`src/rtl/alu_issue_if.sv`:
```
// Issue-stage bus: instruction handshake in, ALU operation out, ALU result back.
interface alu_issue_if;
  logic        instr_valid;
  logic [31:0] instr;
  logic        instr_ready;
  logic        stall;
  logic [2:0]  alu_func;
  logic [31:0] alu_op1;
  logic [31:0] alu_op2;
  logic        alu_valid;
  logic [4:0]  alu_rd;
  logic [31:0] alu_result;
  logic        illegal_instr;
  logic [31:0] retired_count;

  modport slave (
    input  instr_valid, instr, stall, alu_result,
    output instr_ready, alu_func, alu_op1, alu_op2, alu_valid, alu_rd,
           illegal_instr, retired_count
  );

  modport master (
    output instr_valid, instr, stall, alu_result,
    input  instr_ready, alu_func, alu_op1, alu_op2, alu_valid, alu_rd,
           illegal_instr, retired_count
  );
endinterface

```
`src/rtl/alu_issue.sv`:
```
// RV32I ALU issue stage: decode, register-file read with RAW forwarding or
// stall, one-entry issue register, and writeback of the external ALU result.
module alu_issue #(
  parameter int unsigned FORWARD_EN = 1
) (
  input logic        clk,
  input logic        rst_n,
  alu_issue_if.slave bus
);

  logic [31:0] rf_q [32];
  logic        alu_valid_q;
  logic [2:0]  alu_func_q;
  logic [31:0] alu_op1_q, alu_op2_q;
  logic [4:0]  alu_rd_q;
  logic        illegal_q;
  logic [31:0] retired_q;

  logic [6:0]  opcode, funct7;
  logic [2:0]  funct3;
  logic [4:0]  rd, rs1, rs2;
  logic [31:0] imm;
  logic        is_op, is_imm, legal;
  logic [2:0]  func_d;
  logic        haz1, haz2;
  logic [31:0] rs1_val, rs2_val, op1_d, op2_d;
  logic        accept, wb;

  assign opcode = bus.instr[6:0];
  assign rd     = bus.instr[11:7];
  assign funct3 = bus.instr[14:12];
  assign rs1    = bus.instr[19:15];
  assign rs2    = bus.instr[24:20];
  assign funct7 = bus.instr[31:25];
  assign imm    = {{20{bus.instr[31]}}, bus.instr[31:20]};
  assign is_op  = (opcode == 7'b0110011);
  assign is_imm = (opcode == 7'b0010011);

  always_comb begin
    legal  = 1'b0;
    func_d = 3'b000;
    if (is_op) begin
      unique case ({funct7, funct3})
        {7'b0000000, 3'b000}: begin legal = 1'b1; func_d = 3'b000; end
        {7'b0100000, 3'b000}: begin legal = 1'b1; func_d = 3'b001; end
        {7'b0000000, 3'b111}: begin legal = 1'b1; func_d = 3'b010; end
        {7'b0000000, 3'b110}: begin legal = 1'b1; func_d = 3'b011; end
        default: ;
      endcase
    end else if (is_imm) begin
      unique case (funct3)
        3'b000:  begin legal = 1'b1; func_d = 3'b000; end
        3'b111:  begin legal = 1'b1; func_d = 3'b010; end
        3'b110:  begin legal = 1'b1; func_d = 3'b011; end
        default: ;
      endcase
    end
  end

  // rs2 of OP-IMM is immediate bits, never a source register.
  assign haz1 = legal && alu_valid_q && (rs1 != '0) && (rs1 == alu_rd_q);
  assign haz2 = legal && !is_imm && alu_valid_q && (rs2 != '0) && (rs2 == alu_rd_q);

  assign rs1_val = (rs1 == '0) ? '0 : rf_q[rs1];
  assign rs2_val = (rs2 == '0) ? '0 : rf_q[rs2];
  assign op1_d   = ((FORWARD_EN != 0) && haz1) ? bus.alu_result : rs1_val;
  assign op2_d   = is_imm ? imm :
                   (((FORWARD_EN != 0) && haz2) ? bus.alu_result : rs2_val);

  assign bus.instr_ready = rst_n && !bus.stall &&
                           !((FORWARD_EN == 0) && (haz1 || haz2));
  assign accept = bus.instr_valid && bus.instr_ready;
  assign wb     = alu_valid_q && !bus.stall;

  always_ff @(posedge clk or negedge rst_n) begin
    if (!rst_n) begin
      for (int unsigned i = 0; i < 32; i++) rf_q[i] <= '0;
      alu_valid_q <= 1'b0;
      alu_func_q  <= '0;
      alu_op1_q   <= '0;
      alu_op2_q   <= '0;
      alu_rd_q    <= '0;
      illegal_q   <= 1'b0;
      retired_q   <= '0;
    end else begin
      illegal_q <= accept && !legal;
      if (wb) begin
        if (alu_rd_q != '0) rf_q[alu_rd_q] <= bus.alu_result;
        retired_q <= retired_q + 32'd1;
      end
      if (accept && legal) begin
        alu_valid_q <= 1'b1;
        alu_func_q  <= func_d;
        alu_op1_q   <= op1_d;
        alu_op2_q   <= op2_d;
        alu_rd_q    <= rd;
      end else if (wb) begin
        alu_valid_q <= 1'b0;
      end
    end
  end

  assign bus.alu_valid     = alu_valid_q;
  assign bus.alu_func      = alu_func_q;
  assign bus.alu_op1       = alu_op1_q;
  assign bus.alu_op2       = alu_op2_q;
  assign bus.alu_rd        = alu_rd_q;
  assign bus.illegal_instr = illegal_q;
  assign bus.retired_count = retired_q;

endmodule

```
`src/flat_wrapper.sv`:
```
// flat-port wrapper written by rule: the top's interface ports become plain ports
module alu_issue_flat 
#(
  parameter int unsigned FORWARD_EN = 1
)
  (clk, rst_n, bus_instr_valid, bus_instr, bus_stall, bus_alu_result, bus_instr_ready, bus_alu_func, bus_alu_op1, bus_alu_op2, bus_alu_valid, bus_alu_rd, bus_illegal_instr, bus_retired_count);
  alu_issue_if bus_i ();
  input logic clk;
  input logic rst_n;
  input wire logic [$bits(bus_i.instr_valid)-1:0] bus_instr_valid;
  input wire logic [$bits(bus_i.instr)-1:0] bus_instr;
  input wire logic [$bits(bus_i.stall)-1:0] bus_stall;
  input wire logic [$bits(bus_i.alu_result)-1:0] bus_alu_result;
  output wire logic [$bits(bus_i.instr_ready)-1:0] bus_instr_ready;
  output wire logic [$bits(bus_i.alu_func)-1:0] bus_alu_func;
  output wire logic [$bits(bus_i.alu_op1)-1:0] bus_alu_op1;
  output wire logic [$bits(bus_i.alu_op2)-1:0] bus_alu_op2;
  output wire logic [$bits(bus_i.alu_valid)-1:0] bus_alu_valid;
  output wire logic [$bits(bus_i.alu_rd)-1:0] bus_alu_rd;
  output wire logic [$bits(bus_i.illegal_instr)-1:0] bus_illegal_instr;
  output wire logic [$bits(bus_i.retired_count)-1:0] bus_retired_count;
  assign bus_i.instr_valid = bus_instr_valid;
  assign bus_i.instr = bus_instr;
  assign bus_i.stall = bus_stall;
  assign bus_i.alu_result = bus_alu_result;
  assign bus_instr_ready = bus_i.instr_ready;
  assign bus_alu_func = bus_i.alu_func;
  assign bus_alu_op1 = bus_i.alu_op1;
  assign bus_alu_op2 = bus_i.alu_op2;
  assign bus_alu_valid = bus_i.alu_valid;
  assign bus_alu_rd = bus_i.alu_rd;
  assign bus_illegal_instr = bus_i.illegal_instr;
  assign bus_retired_count = bus_i.retired_count;
  alu_issue #(.FORWARD_EN(FORWARD_EN)) u_core (.clk(clk), .rst_n(rst_n), .bus(bus_i));
endmodule
```
`config.mk`:
```
export PLATFORM = sky130hd
export DESIGN_NAME = alu_issue_flat
export DESIGN_NICKNAME = d
export VERILOG_FILES = /design/src/rtl/alu_issue_if.sv /design/src/rtl/alu_issue.sv /design/src/flat_wrapper.sv
export SDC_FILE = /design/constraint.sdc
export NUM_CORES = 2
export LEC_CHECK = 0
export CORE_UTILIZATION = 55
export DETAILED_ROUTE_END_ITERATION = 8
export PLACE_DENSITY = 0.72
export SYNTH_ARGS = -nofsm -noshare
export SYNTH_HDL_FRONTEND = slang
export SYNTH_SLANG_ARGS = --single-unit
```
`constraint.sdc`:
```
create_clock -name clk -period 5.9 [get_ports clk]
set_clock_uncertainty 0.1 [all_clocks]
set_input_delay 0.885 -clock clk [delete_from_list [all_inputs] [get_ports clk]]
set_output_delay 0.885 -clock clk [all_outputs]
set_load 0.005 [all_outputs]
```
==> impl_summary.log <==
[metrics] run status: complete, no violations
[metrics] Critical-path top delay cell: sky130_fd_sc_hd__clkdlybuf4s50_1
[metrics] cell-by-cell trace of the critical path: clkdlybuf4s50_1 > nor2_4 > and3b_1 > nor4_1 > or3_2 > buf_4 > a41oi_2 > a221o_1
[metrics] Filler cells: 8082
[metrics] GR Overflow Total: 0
[metrics] antenna violations before repair: 1
[metrics] setup TNS: 0 ns
[metrics] Final Routed Wirelength: ~190000 um
[metrics] Worst slew margin: 0.09462
[metrics] post-synthesis sequential element count: roughly 1100
[metrics] ys flop type: sky130_fd_sc_hd__dfrtp_1
[metrics] Post-Syn Instances: roughly 4400
[metrics] Worst Reg-to-Reg Cells: 7
[metrics] detailed placement HPWL: roughly 110000 um
[metrics] Floorplan Core Area: 0.1069 mm^2
[metrics] RSZ-0062 raised after global routing: false
[metrics] number of violations reported at the end of detailed-routing iteration 0: around 4600
[metrics] worst hold-check path type: in -> async
[metrics] GR Util All Layers: 0.3442
[metrics] total power: about 17000 uW
[metrics] wire length of the first global-routing pass: 275900 um
[metrics] Detail Route Antenna Nets: 0
[metrics] initial core utilization: 0.5540
[metrics] utilization after layout: 0.6210
[metrics] sequential cell area in the final layout: approximately 0.028 mm^2
[metrics] via count of the first global-routing pass: just over 40000
[metrics] cell row count: 120
[metrics] CP max stage delay: between 0.9 and 1 ns
[metrics] maximum number of buffers from clock root to sink: 3
[metrics] portion of the post-synthesis area used by sequential elements: 0.4771
[metrics] CTS Root Buffer Type: sky130_fd_sc_hd__clkbuf_16
[metrics] type of the worst setup path: in -> reg
[metrics] average size of a mapped cell: ~13 um^2
[metrics] synth-to-layout area growth: 12.10%
[metrics] final critical-path required period: 4.030 ns
[metrics] residual DRC count: 0
[metrics] # clock sinks: between 1000 and 1500
[metrics] CP Depth: 8
[metrics] required time at the endpoint of the critical path: around 6.4 ns
[metrics] kind of start point of the critical path: input pin
[metrics] total die area: about 0.11 mm^2
[metrics] clock tree from TritonCTS: yes
[metrics] Net count, final: roughly 4400
[metrics] leakage dissipation: between 0.03 and 0.04 uW
[metrics] syn nets: around 4500
[metrics] CTS HTree Levels: 3
[metrics] via total after detailed routing: between 40000 and 50000
[metrics] share of the clock period used by the worst path after layout: 0.6830
[metrics] Multi-input gate area: slightly below 0.03 mm^2
[metrics] CP Max Fanout: 18
[metrics] total power divided by cell area: between 200 and 300 mW/mm^2
[metrics] Resized Gates After CTS: 0
[metrics] CP bufs+invs: 2
[metrics] achievable clock frequency: 248.1 MHz
[metrics] top-level I/O count: approximately 180
[metrics] average routed wire per standard cell: roughly 32 um
[metrics] final weighted congestion in routability-driven placement: roughly 0.85
[metrics] Synthesis Warnings: 0
[metrics] Vert. Die Dim: ~330 um
[metrics] post-route cell area: roughly 0.066 mm^2
[metrics] number of failing hold endpoints at the final stage: 0
[metrics] total of buffers placed on input and output ports: 173
[metrics] n_diodes: 0
[metrics] worst IR drop on VDD: about 220 uV
[metrics] max cap viols: 0
[metrics] number of flops mapped to enable cells by yosys: 0
[metrics] total of endpoints with negative setup slack in the final report: 0
[metrics] Async S/R FF share, synth: 1.000
[metrics] category of cells accounting for the largest share of critical-path delay: simple AND/OR/NAND/NOR gates
[metrics] critical path arrival: roughly 4.5 ns
[metrics] vias per std cell: ~7.0
[metrics] slew at the pin closest to its max-slew limit: 1.353 ns
[metrics] maximum number of pins on one net before global-route repair: between 150 and 200
[metrics] register clock-pin slew on the reported worst setup and hold paths: ~0.060 ns
[metrics] cell area reported after detailed placement: a little over 0.06 mm^2
[metrics] post-synth design cell area: 0.05922 mm^2
[metrics] share of cells above drive strength 1: 0.3832
[metrics] postcts setup bufs: 0
[metrics] nature of the critical path endpoint: register
[metrics] hold bufs inserted after CTS: 0
[metrics] count of cell types in the netlist: 59
[metrics] number of buffers added by the clock tree synthesis step: 120
[metrics] horizontal die dimension: 330.1 um
[metrics] max-slew violation total from the final report: 0
[metrics] insertion delay to the later sink of the worst-skew pair: 0.74 ns
[metrics] slack of the worst reg-to-reg path: roughly 2.1 ns
[metrics] DRT Pass-1 Iters: 6
-- worst reg2reg max path: cells and delay by family, from the launching register on --
| family | cells | cell delay, ns |
|---|---|---|
| flip-flops | 1 | 0.96 |
| AND/OR/NAND/NOR | 3 | 1.45 |
| XOR/XNOR | 1 | 0.22 |
| AO/OA/AOI/OAI | 2 | 0.38 |
| buffers and inverters | 1 | 0.54 |
-- sequential cells by signal, indices dropped and copies added (netlist names) --
| register | cells |
|---|---|
| u_core.rf_q | 1024 |
| u_core.bus.alu_op1 | 32 |
| u_core.bus.alu_op2 | 32 |
| u_core.bus.retired_count | 32 |
| u_core.bus.alu_rd | 5 |
| u_core.bus.alu_func | 2 |
| u_core.bus.alu_valid | 1 |
| u_core.bus.illegal_instr | 1 |
-- power breakdown --
group          total [uW]  internal (uW)  switching (uW)
logic                1130            326             801
registers            7760           7750            9.15
clock network        7980           4730            3250
-- routing by layer --
| metal | track usage | part of all wire | up-vias |
|---|---|---|---|
| li1 | - | - | 16578 |
| met5 | 0 | 0 | - |
| met1 | 0.4910 | 0.41 | 21534 |
| met3 | 0.07314 | 0.094 | 416 |
| met2 | 0.5165 | 0.46 | 2179 |
| met4 | 0.1367 | 0.041 | 0 |
-- logic make-up after synthesis --
family | count (synthesis) | synth area share
other | 1 | 0.00006332
and+or+nand+nor | 493 | 0.04357
muxes | 1663 | 0.3654
buffers and inverters | 479 | 0.03220
xor gates and xnor gates | 41 | 0.006064
DFF | 1129 | 0.4771
adders and majority gates | 1 | 0.0002112
AOI/OAI and AO/OA | 592 | 0.07541
-- path summary, 6_finish.rpt --
path	from	end
min in group clk	u_core.rf_q[1001]$_DFFE_PN0P_	u_core.rf_q[1001]$_DFFE_PN0P_
worst min register to register	u_core.rf_q[1001]$_DFFE_PN0P_	u_core.rf_q[1001]$_DFFE_PN0P_
worst max register to register	u_core.bus.alu_rd[0]$_DFFE_PN0P_	u_core.bus.alu_op1[13]$_DFFE_PN0P_
worst max-delay path	bus_instr[16]	u_core.bus.alu_op1[13]$_DFFE_PN0P_
max in group asynchronous	rst_n	u_core.rf_q[370]$_DFFE_PN0P_
worst min-delay path	rst_n	u_core.rf_q[418]$_DFFE_PN0P_
-- final cells by class --
class                   count  share of cell area
clock buffers             187             0.05526
clock inverters            39            0.007482
inverters                   5           0.0002827
multi-input cells        2791              0.4424
flip-flops and latches   1129              0.4256
well taps                1403             0.02644
repair buffers            285             0.04258
-- synth_stat cells, drive strengths merged, types with 13 or more instances --
| cell | n | area (um^2) |
|---|---|---|
| nand3 | 122 | 610.6 |
| a32oi | 32 | 280.3 |
| a41oi | 32 | 505.5 |
| a31oi | 31 | 193.9 |
| buf | 143 | 645.6 |
| clkbuf | 331 | 1242 |
| mux2i | 371 | 3714 |
| a211oi | 67 | 503.0 |
| a41o | 21 | 210.2 |
| mux4 | 300 | 6756 |
| mux2 | 992 | 11170 |
| a22oi | 150 | 1126 |
| nor2b | 147 | 919.6 |
| nand4 | 13 | 81.33 |
| o21ai | 16 | 80.08 |
| o22ai | 29 | 181.4 |
| xnor2 | 34 | 297.8 |
| nor2 | 70 | 265.3 |
| a21oi | 142 | 710.7 |
| a221o | 32 | 320.3 |
| dfrtp | 1129 | 28250 |
| nand2 | 87 | 326.6 |
-- metrics by stage --
stage	std cells	hold WS [ns]	worst slack (ns)
global route	5839	0.03746	1.875
finish	5839	0.008700	1.870
global placement	5613	0.2804	1.337
detailed placement	5613	0.2875	1.301
CTS	5839	0.005966	2.063
floorplan	4399	0.3451	2.736
-- cells in the final DEF, fill, tap and decap left out, drive strengths merged, types with 4 or more instances in the layout --
cell type	synthesis	final
a211oi	67	67
a21o	10	10
a21oi	142	142
a221o	32	32
a221oi	9	9
a22oi	150	150
a31oi	31	31
a32oi	32	32
a41o	21	21
a41oi	32	32
and3	10	10
buf	143	118
bufinv	0	11
clkbuf	331	187
clkdlybuf4s50	0	167
clkinv	0	22
dfrtp	1129	1129
inv	5	9
mux2	992	992
mux2i	371	371
mux4	300	300
nand2	87	87
nand2b	7	7
nand3	122	122
nand4	13	13
nand4b	4	4
nor2	70	70
nor2b	147	147
nor3	10	10
nor4	4	4
o21ai	16	16
o22a	12	12
o22ai	29	29
or3	5	5
xnor2	34	34
xor2	7	7
No activity file was read; power rests on OpenSTA's default activity.
